## src/rtl/performance_ch_erase_avg_calc.sv

```systemverilog
// Per-channel erase latency averager: captures a completed counter window, divides
// busy cycles by request count with a serial restoring divider, and updates statistics.
module performance_ch_erase_avg_calc #(
  parameter int unsigned DATA_WD = 32,
  parameter int unsigned REQ_WD  = 10,
  parameter int unsigned SMP_WD  = 16
) (
  input  logic               i_bus_clk,
  input  logic               i_bus_rst_n,
  input  logic               i_erase_ready,
  input  logic [DATA_WD-1:0] i_erase_cnt,
  input  logic [REQ_WD-1:0]  i_erase_req_cnt,
  input  logic               i_clear,
  output logic               o_erase_cnt_cp_cmplt,
  output logic [DATA_WD-1:0] o_avg_latency,
  output logic [DATA_WD-1:0] o_max_avg,
  output logic [SMP_WD-1:0]  o_sample_cnt,
  output logic               o_avg_valid,
  output logic               o_busy
);

  localparam int unsigned STEP_WD = $clog2(DATA_WD);
  localparam logic [STEP_WD-1:0] STEP_LAST = STEP_WD'(DATA_WD - 1);

  typedef enum logic [1:0] {
    IDLE      = 2'd0,
    DIVIDE    = 2'd1,
    UPDATE    = 2'd2,
    WAIT_DROP = 2'd3
  } state_t;

  state_t               state_q, state_d;
  logic [DATA_WD-1:0]   dvd_q, dvd_d;
  logic [DATA_WD-1:0]   dvs_q, dvs_d;
  logic [DATA_WD:0]     rem_q, rem_d;
  logic [DATA_WD-1:0]   quo_q, quo_d;
  logic [STEP_WD-1:0]   step_q, step_d;
  logic [DATA_WD-1:0]   avg_q, avg_d;
  logic [DATA_WD-1:0]   max_q, max_d;
  logic [SMP_WD-1:0]    smp_q, smp_d;
  logic                 avg_valid_q, avg_valid_d;
  logic                 cmplt_q, cmplt_d;

  logic [DATA_WD:0]     rem_sh;
  logic                 rem_ge;

  // State and datapath registers
  always_ff @(posedge i_bus_clk or negedge i_bus_rst_n) begin
    if (!i_bus_rst_n) begin
      state_q     <= IDLE;
      dvd_q       <= '0;
      dvs_q       <= '0;
      rem_q       <= '0;
      quo_q       <= '0;
      step_q      <= '0;
      avg_q       <= '0;
      max_q       <= '0;
      smp_q       <= '0;
      avg_valid_q <= 1'b0;
      cmplt_q     <= 1'b0;
    end else begin
      state_q     <= state_d;
      dvd_q       <= dvd_d;
      dvs_q       <= dvs_d;
      rem_q       <= rem_d;
      quo_q       <= quo_d;
      step_q      <= step_d;
      avg_q       <= avg_d;
      max_q       <= max_d;
      smp_q       <= smp_d;
      avg_valid_q <= avg_valid_d;
      cmplt_q     <= cmplt_d;
    end
  end

  // One restoring step: dividend is shifted out MSB first into the remainder
  assign rem_sh = {rem_q[DATA_WD-1:0], dvd_q[DATA_WD-1]};
  assign rem_ge = (rem_sh >= {1'b0, dvs_q});

  // Next-state and datapath
  always_comb begin
    state_d     = state_q;
    dvd_d       = dvd_q;
    dvs_d       = dvs_q;
    rem_d       = rem_q;
    quo_d       = quo_q;
    step_d      = step_q;
    avg_d       = avg_q;
    max_d       = max_q;
    smp_d       = smp_q;
    avg_valid_d = 1'b0;
    cmplt_d     = 1'b0;

    if (i_clear && (state_q != UPDATE)) begin
      avg_d = '0;
      max_d = '0;
      smp_d = '0;
    end

    case (state_q)
      IDLE: begin
        if (i_erase_ready) begin
          dvd_d   = i_erase_cnt;
          dvs_d   = DATA_WD'(i_erase_req_cnt);
          rem_d   = '0;
          quo_d   = '0;
          step_d  = STEP_LAST;
          state_d = (i_erase_req_cnt != '0) ? DIVIDE : UPDATE;
        end
      end
      DIVIDE: begin
        dvd_d = dvd_q << 1;
        rem_d = rem_ge ? (rem_sh - {1'b0, dvs_q}) : rem_sh;
        quo_d = {quo_q[DATA_WD-2:0], rem_ge};
        if (step_q == '0) begin
          state_d = UPDATE;
        end else begin
          step_d = step_q - STEP_WD'(1);
        end
      end
      UPDATE: begin
        avg_d = quo_q;
        // A coincident clear restarts the statistics with this window as the first sample
        if (i_clear) begin
          max_d = quo_q;
          smp_d = SMP_WD'(1);
        end else begin
          if (quo_q > max_q) max_d = quo_q;
          if (smp_q != '1) smp_d = smp_q + SMP_WD'(1);
        end
        avg_valid_d = 1'b1;
        cmplt_d     = 1'b1;
        state_d     = WAIT_DROP;
      end
      WAIT_DROP: begin
        if (!i_erase_ready) state_d = IDLE;
      end
      default: state_d = IDLE;
    endcase
  end

  assign o_erase_cnt_cp_cmplt = cmplt_q;
  assign o_avg_latency        = avg_q;
  assign o_max_avg            = max_q;
  assign o_sample_cnt         = smp_q;
  assign o_avg_valid          = avg_valid_q;
  assign o_busy               = (state_q != IDLE);

endmodule

```

## config.mk

```make
export PLATFORM = sky130hd
export DESIGN_NAME = performance_ch_erase_avg_calc
export DESIGN_NICKNAME = d
export VERILOG_FILES = /design/src/rtl/performance_ch_erase_avg_calc.sv
export SDC_FILE = /design/constraint.sdc
export NUM_CORES = 1
export LEC_CHECK = 0
export BUFFER_PORTS_ARGS = -buffer_cell sky130_fd_sc_hd__buf_2
export CORE_UTILIZATION = 30
export CTS_BUF_LIST = sky130_fd_sc_hd__clkbuf_16
export DETAILED_ROUTE_END_ITERATION = 8
export PLACE_DENSITY_LB_ADDON = 0.15
export SYNTH_ARGS = -nofsm -noshare
export SYNTH_HDL_FRONTEND = slang
export SYNTH_SLANG_ARGS = --single-unit
```

## constraint.sdc

```tcl
create_clock -name i_bus_clk -period 3.5 [get_ports i_bus_clk]
set_input_delay 1.05 -clock i_bus_clk [delete_from_list [all_inputs] [get_ports i_bus_clk]]
set_output_delay 1.05 -clock i_bus_clk [all_outputs]
set_load 0.02 [all_outputs]
```

# Word-level counts from Yosys, hierarchy flattened

Index checks and enable logic that the tools add are counted.
W data, S select, Z words.

Bits in registers: 194
Bits of input ports: 46
Word-level logic and storage cells: 61

Add/subtract/negate cells: 3
Magnitude comparators: 2
Eq/ne operators: 9
Muxes and demuxes: 26
Reduce and logical (&&, ||, !) cells: 11

Operator list:

| cell                    | count |
|---|---|
| $mux W32                | 10 |
| $pmux W32 S2            | 3 |
| $mux W16                | 4 |
| $ge A33 B10 Y1          | 1 |
| $gt A32 B32 Y1          | 1 |
| $sub A32 B10 Y32        | 1 |
| $add A16 B1 Y16 const B | 1 |
| $ne A16 B16 Y1 const B  | 1 |
| $mux W5                 | 2 |
| $ne A2 B2 Y1 const B    | 5 |
| $pmux W5 S2             | 1 |
| $reduce_bool A10 Y1     | 1 |
| $mux W2                 | 4 |
| $pmux W2 S4             | 1 |
| $reduce_and A3 Y1       | 2 |
| $reduce_bool A2 Y1      | 3 |
| $logic_not A5 Y1        | 1 |
| $sub A5 B1 Y5 const B   | 1 |
| $eq A2 B2 Y1 const B    | 2 |
| $reduce_and A2 Y1       | 2 |
| $eq A2 B1 Y1 const B    | 1 |
| $logic_not A2 Y1        | 1 |
| $logic_and A1 B1 Y1     | 1 |
| $mux W1                 | 1 |

# Longest topological paths before layout

Depth in word-level cells: 6
Gate-level depth with buffers: 11
Mapped depth without buffers: 10

# Least setup slack after synthesis

Ideal clock, no wire load.

Kind: flip-flop to flip-flop
Start point: reg max_q[1], in the netlist o_max_avg[1]
End point: reg max_q[2], in the netlist o_max_avg[2]
Arrival time: 2681 ps
Required time: 3375 ps
Setup slack: 694 ps
Cell stages (with the launch flop): 12
Buffers on the path: 2
Clock period less this slack: 2806 ps
Cell sequence: dfrtp_1 -> inv_1 -> ha_1 -> nor2b_1 -> o211ai_1 -> a2111oi_0 -> nor3b_1 -> o311ai_0 -> and3b_1 -> clkbuf_1 -> buf_2 -> mux2_2

Cells in the longest elaborated chain, start to end: 4

Ends and longest elaborated chain:

| item                     | line | source |
|---|---|---|
| start: declaration       | 39   | `logic [DATA_WD-1:0] max_q, max_d;` |
| start signal: assignment | 69   | `max_q <= max_d;` |
| $gt A32 B32 Y1           | 128  | `if (quo_q > max_q) max_d = quo_q;` |
| $mux W32                 | 128  |  |
| $mux W32                 | 124  | `if (i_clear) begin` |
| $mux W32                 | 100  | `case (state_q)` |
| named net max_d[2]       | 39   |  |

The timed path passes the listed nets, and every way through them passes these cells.
A chain may end at the register's enable or synchronous reset.

# Worst setup path after layout

Start point: reg quo_q[30]
End point: reg max_q[23], in the netlist o_max_avg[23]

Cells in the longest elaborated chain, start to end: 4

Ends and longest elaborated chain:

| item                     | line | source |
|---|---|---|
| start: declaration       | 36   | `logic [DATA_WD-1:0] quo_q, quo_d;` |
| start signal: assignment | 66   | `quo_q <= quo_d;` |
| $gt A32 B32 Y1           | 128  |  |
| $mux W32                 | 128  |  |
| $mux W32                 | 124  |  |
| $mux W32                 | 100  |  |
| named net max_d[23]      | 39   |  |

The timed path passes the listed nets, and every way through them passes these cells.

==> summary.txt <==
run status -> finished, final reports clean
Util after Layout -> 36.3%
fin crit period -> 3.06 ns
sequential share of the synthesized area -> 49.7%
global-route usage over all layers -> 15.3%
pre-CTS WS -> 0.467 ns
worst slew pin tran -> 0.851 ns
TritonCTS Buffers -> 17
Worst EP required -> 3.87 ns
Max Cap Viol -> 0
Remaining DRCs -> 0
first-pass GRT wire length -> 40200 um
setup slack after layout -> 0.438 ns
gpl congestion -> 0.758
initial antenna violation count -> 0
io pins -> 129
share of post-route cells with drive strength above 1 -> 20.9%
worst hold margin -> 0.483 ns
number of flops mapped to enable cells by yosys -> 0
setup_tns -> 0 ns
kind of critical path -> reg2reg
Chip Height -> 182 um
die area -> 0.0333 mm2
number of port buffers -> 128
Pins Over Slew Limit -> 0
Avg WL per Cell -> 16.4 um
synthesized net count -> 1011
total number of vias -> 7196
Post-DRT Antenna Nets -> 0
Cell Count, Final, Fillers Out -> 1477
Switch Pwr -> 4.15 mW
Crit path max-delay family -> simple AND/OR/NAND/NOR gates
dpl cells -> 1445
Longest Clk Path Bufs -> 2
Hold Crit Class -> reg2reg
vias per inst -> 4.87
TritonCTS clock tree -> done
Initial Util -> 30.7%
CTS H-Tree Depth -> 4
vias in the first global route -> 7368
Clk Latency, worst-skew pair -> 0.44 ns
Tcrit/Tclk final -> 87.5%
Clk pin slew, worst setup/hold paths -> 0.07 ns
area of the multi-input gates -> 0.00451 mm2
worst path bufs/invs -> 3
Combinational Power Share -> 46.9%
# resized after CTS -> 0
# hold bufs at CTS -> 0
cells after synthesis -> 914
Synth-to-Final Area Change -> 18.0%
die width -> 182 um
crit-path cells -> ha_1 -> nand4_1 -> nor4_1 -> buf_4 -> inv_1 -> o311ai_0 -> and3b_1 -> buf_4 -> a22o_1
nets -> 1126
yosys warns -> 0
synthesis-stage register bit count -> 194
slowest CP cell -> and3b_1
Setup Fix Bufs, Post-CTS -> 0
Detailed Route WL -> 24200 um
core box area -> 0.0318 mm2
Seq pwr share -> 32.8%
asr flop ratio synth -> 100%
Main synth FF type -> dfrtp_1
Netlist cell types -> 69
DPL Wire Length -> 16500 um
crit-path max cell delay -> 0.59 ns
RSZ-0062 raised after global routing -> no
largest net degree at the start of global routing -> 128
Sw Ratio -> 42.7%
GR Overflow Total -> 0
Clock Root Buffer -> clkbuf_16
# fillers -> 3205
PwrDens -> 842 mW/mm2
sequential standard cell area -> 0.00485 mm2
clock power share -> 20.3%
Worst Path Max Fanout -> 11
CP Capture Type -> flop
Iter 0 DRT Violations -> 404
Rows -> 65
data arrival time of the critical path -> 3.43 ns
clock sink total -> 194
relative slew slack -> 43.2%
clk_skew -> 0.0120 ns
crit-path most repeated cell -> buf_4
setup violators final -> 0
Avg Cell Area, Syn -> 10.7 um2
drt pass-1 iters -> 4
Hold Fails Final Rpt -> 0
Pleak -> 5.60 nW
cell-internal power -> 5.56 mW
Max Freq -> 0.327 GHz
CP startpoint kind -> flop
peak supply drop -> 0.481 mV
Synth Cell Area -> 0.00977 mm2
# diodes -> 0
metal layers:
layer	share of wire, %	global-route usage (%)	routed length [um]	up-vias
met5	0	0	0	-
met4	0.96	4.03	233	0
met3	2.9	2.77	691	16
met2	47	24.5	11400	100
met1	49	21.1	11900	3553
li1	-	-	-	3527
power by group through the flow:
stage	logic, mW	clock network (mW)	registers, mW
global route	5.13	2.13	3.27
detailed placement	4.62	0	3.23
finish	4.55	1.97	3.19
global placement	4.60	0	3.22
CTS	4.64	2.04	3.19
floorplan	3.37	0	3.20
cell families (layout without fill, tap and decap cells):
kind of cell | after synthesis | count (layout) | synth area share (%)
AND/OR/NAND/NOR | 240 | 240 | 12.4
AO/OA/AOI/OAI | 232 | 232 | 17.6
flip-flops | 194 | 194 | 49.7
buffers and inverters | 104 | 232 | 4.32
multiplexers | 58 | 58 | 6.21
adder cells (fa/ha/maj) | 51 | 51 | 6.61
XOR/XNOR | 35 | 35 | 3.14
synth_stat cells (all sizes together), types with 3 or more instances:
cell type / instances / area [um2]
nor4b: 3 / 26.3
dfrtp: 194 / 4850
a21o: 7 / 52.6
nand3b: 3 / 22.5
clkbuf: 32 / 120
mux2: 18 / 206
nor2: 43 / 178
nand4: 16 / 100
nor3: 10 / 55.1
xor2: 21 / 184
nand3: 24 / 120
a211o: 4 / 35.0
a21oi: 31 / 159
a211oi: 4 / 35.0
nor2b: 6 / 37.5
buf: 18 / 98.8
nand2b: 5 / 31.3
a22o: 90 / 788
and2: 6 / 40.0
mux2i: 40 / 400
a32oi: 3 / 26.3
and4: 3 / 26.3
a2111oi: 7 / 124
inv: 54 / 203
or3: 5 / 31.3
o21ai: 67 / 335
xnor2: 14 / 123
nor4: 4 / 40.0
and3: 9 / 56.3
nand2: 90 / 345
or4: 5 / 41.3
ha: 50 / 626
tightest hold or removal path, cell delays in order (launching register included):
cell,delay (ns)
dfrtp_1,0.34
nand2_1,0.04
o21ai_0,0.06
sequential cells by signal, indices dropped and copies added (netlist names):
signal and flops:
step_q 5, rem_q 32, o_max_avg 32, dvd_q 32, o_erase_cnt_cp_cmplt 1, quo_q 32
o_avg_latency 32, dvs_q 10, o_sample_cnt 16, state_q 2
per-stage QoR:
stage / total power, mW / area, um2
after floorplan: 6.57 / 9770
after global placement: 7.82 / 10900
after detailed placement: 7.85 / 10900
after CTS: 9.87 / 11500
after global routing: 10.5 / 11500
final: 9.71 / 11500
cell type report:
cell class	count	area share [%]
sequential	194	42.1
multi-input combinational	616	39.1
timing repair buffer	146	7.24
tap	435	4.72
clock buffer	17	3.69
inverter	54	1.76
clock inverter	15	1.36
placed cells by master, fill, tap and decap left out, types with 30 or more instances in the layout:
master | Yosys | final
dfrtp_1 | 194 | 194
buf_2 | 4 | 127
a22o_1 | 90 | 90
nand2_1 | 89 | 89
o21ai_0 | 56 | 56
inv_1 | 54 | 54
ha_1 | 50 | 48
nor2_1 | 42 | 41
mux2i_1 | 40 | 40
a21oi_1 | 30 | 30
path summary, 6_finish.rpt:
| path | start | endpoint | slack [ns] | depth (start not counted) |
|---|---|---|---|---|
| max | quo_q[30]$_DFFE_PN0P_ | o_max_avg[23]$_DFF_PN0_ | 0.44 | 9 |
| min | dvd_q[16]$_DFFE_PN0P_ | dvd_q[16]$_DFFE_PN0P_ | 0.48 | 2 |
| max reg2reg | quo_q[30]$_DFFE_PN0P_ | o_max_avg[23]$_DFF_PN0_ | 0.44 | 9 |
| min reg2reg | dvd_q[16]$_DFFE_PN0P_ | dvd_q[16]$_DFFE_PN0P_ | 0.48 | 2 |
| max in group asynchronous | i_bus_rst_n | dvd_q[6]$_DFFE_PN0P_ | 2.17 | 2 |
| min in group asynchronous | i_bus_rst_n | o_avg_latency[19]$_DFFE_PN0P_ | 0.62 | 1 |
Power figures use the tool's default switching activity.
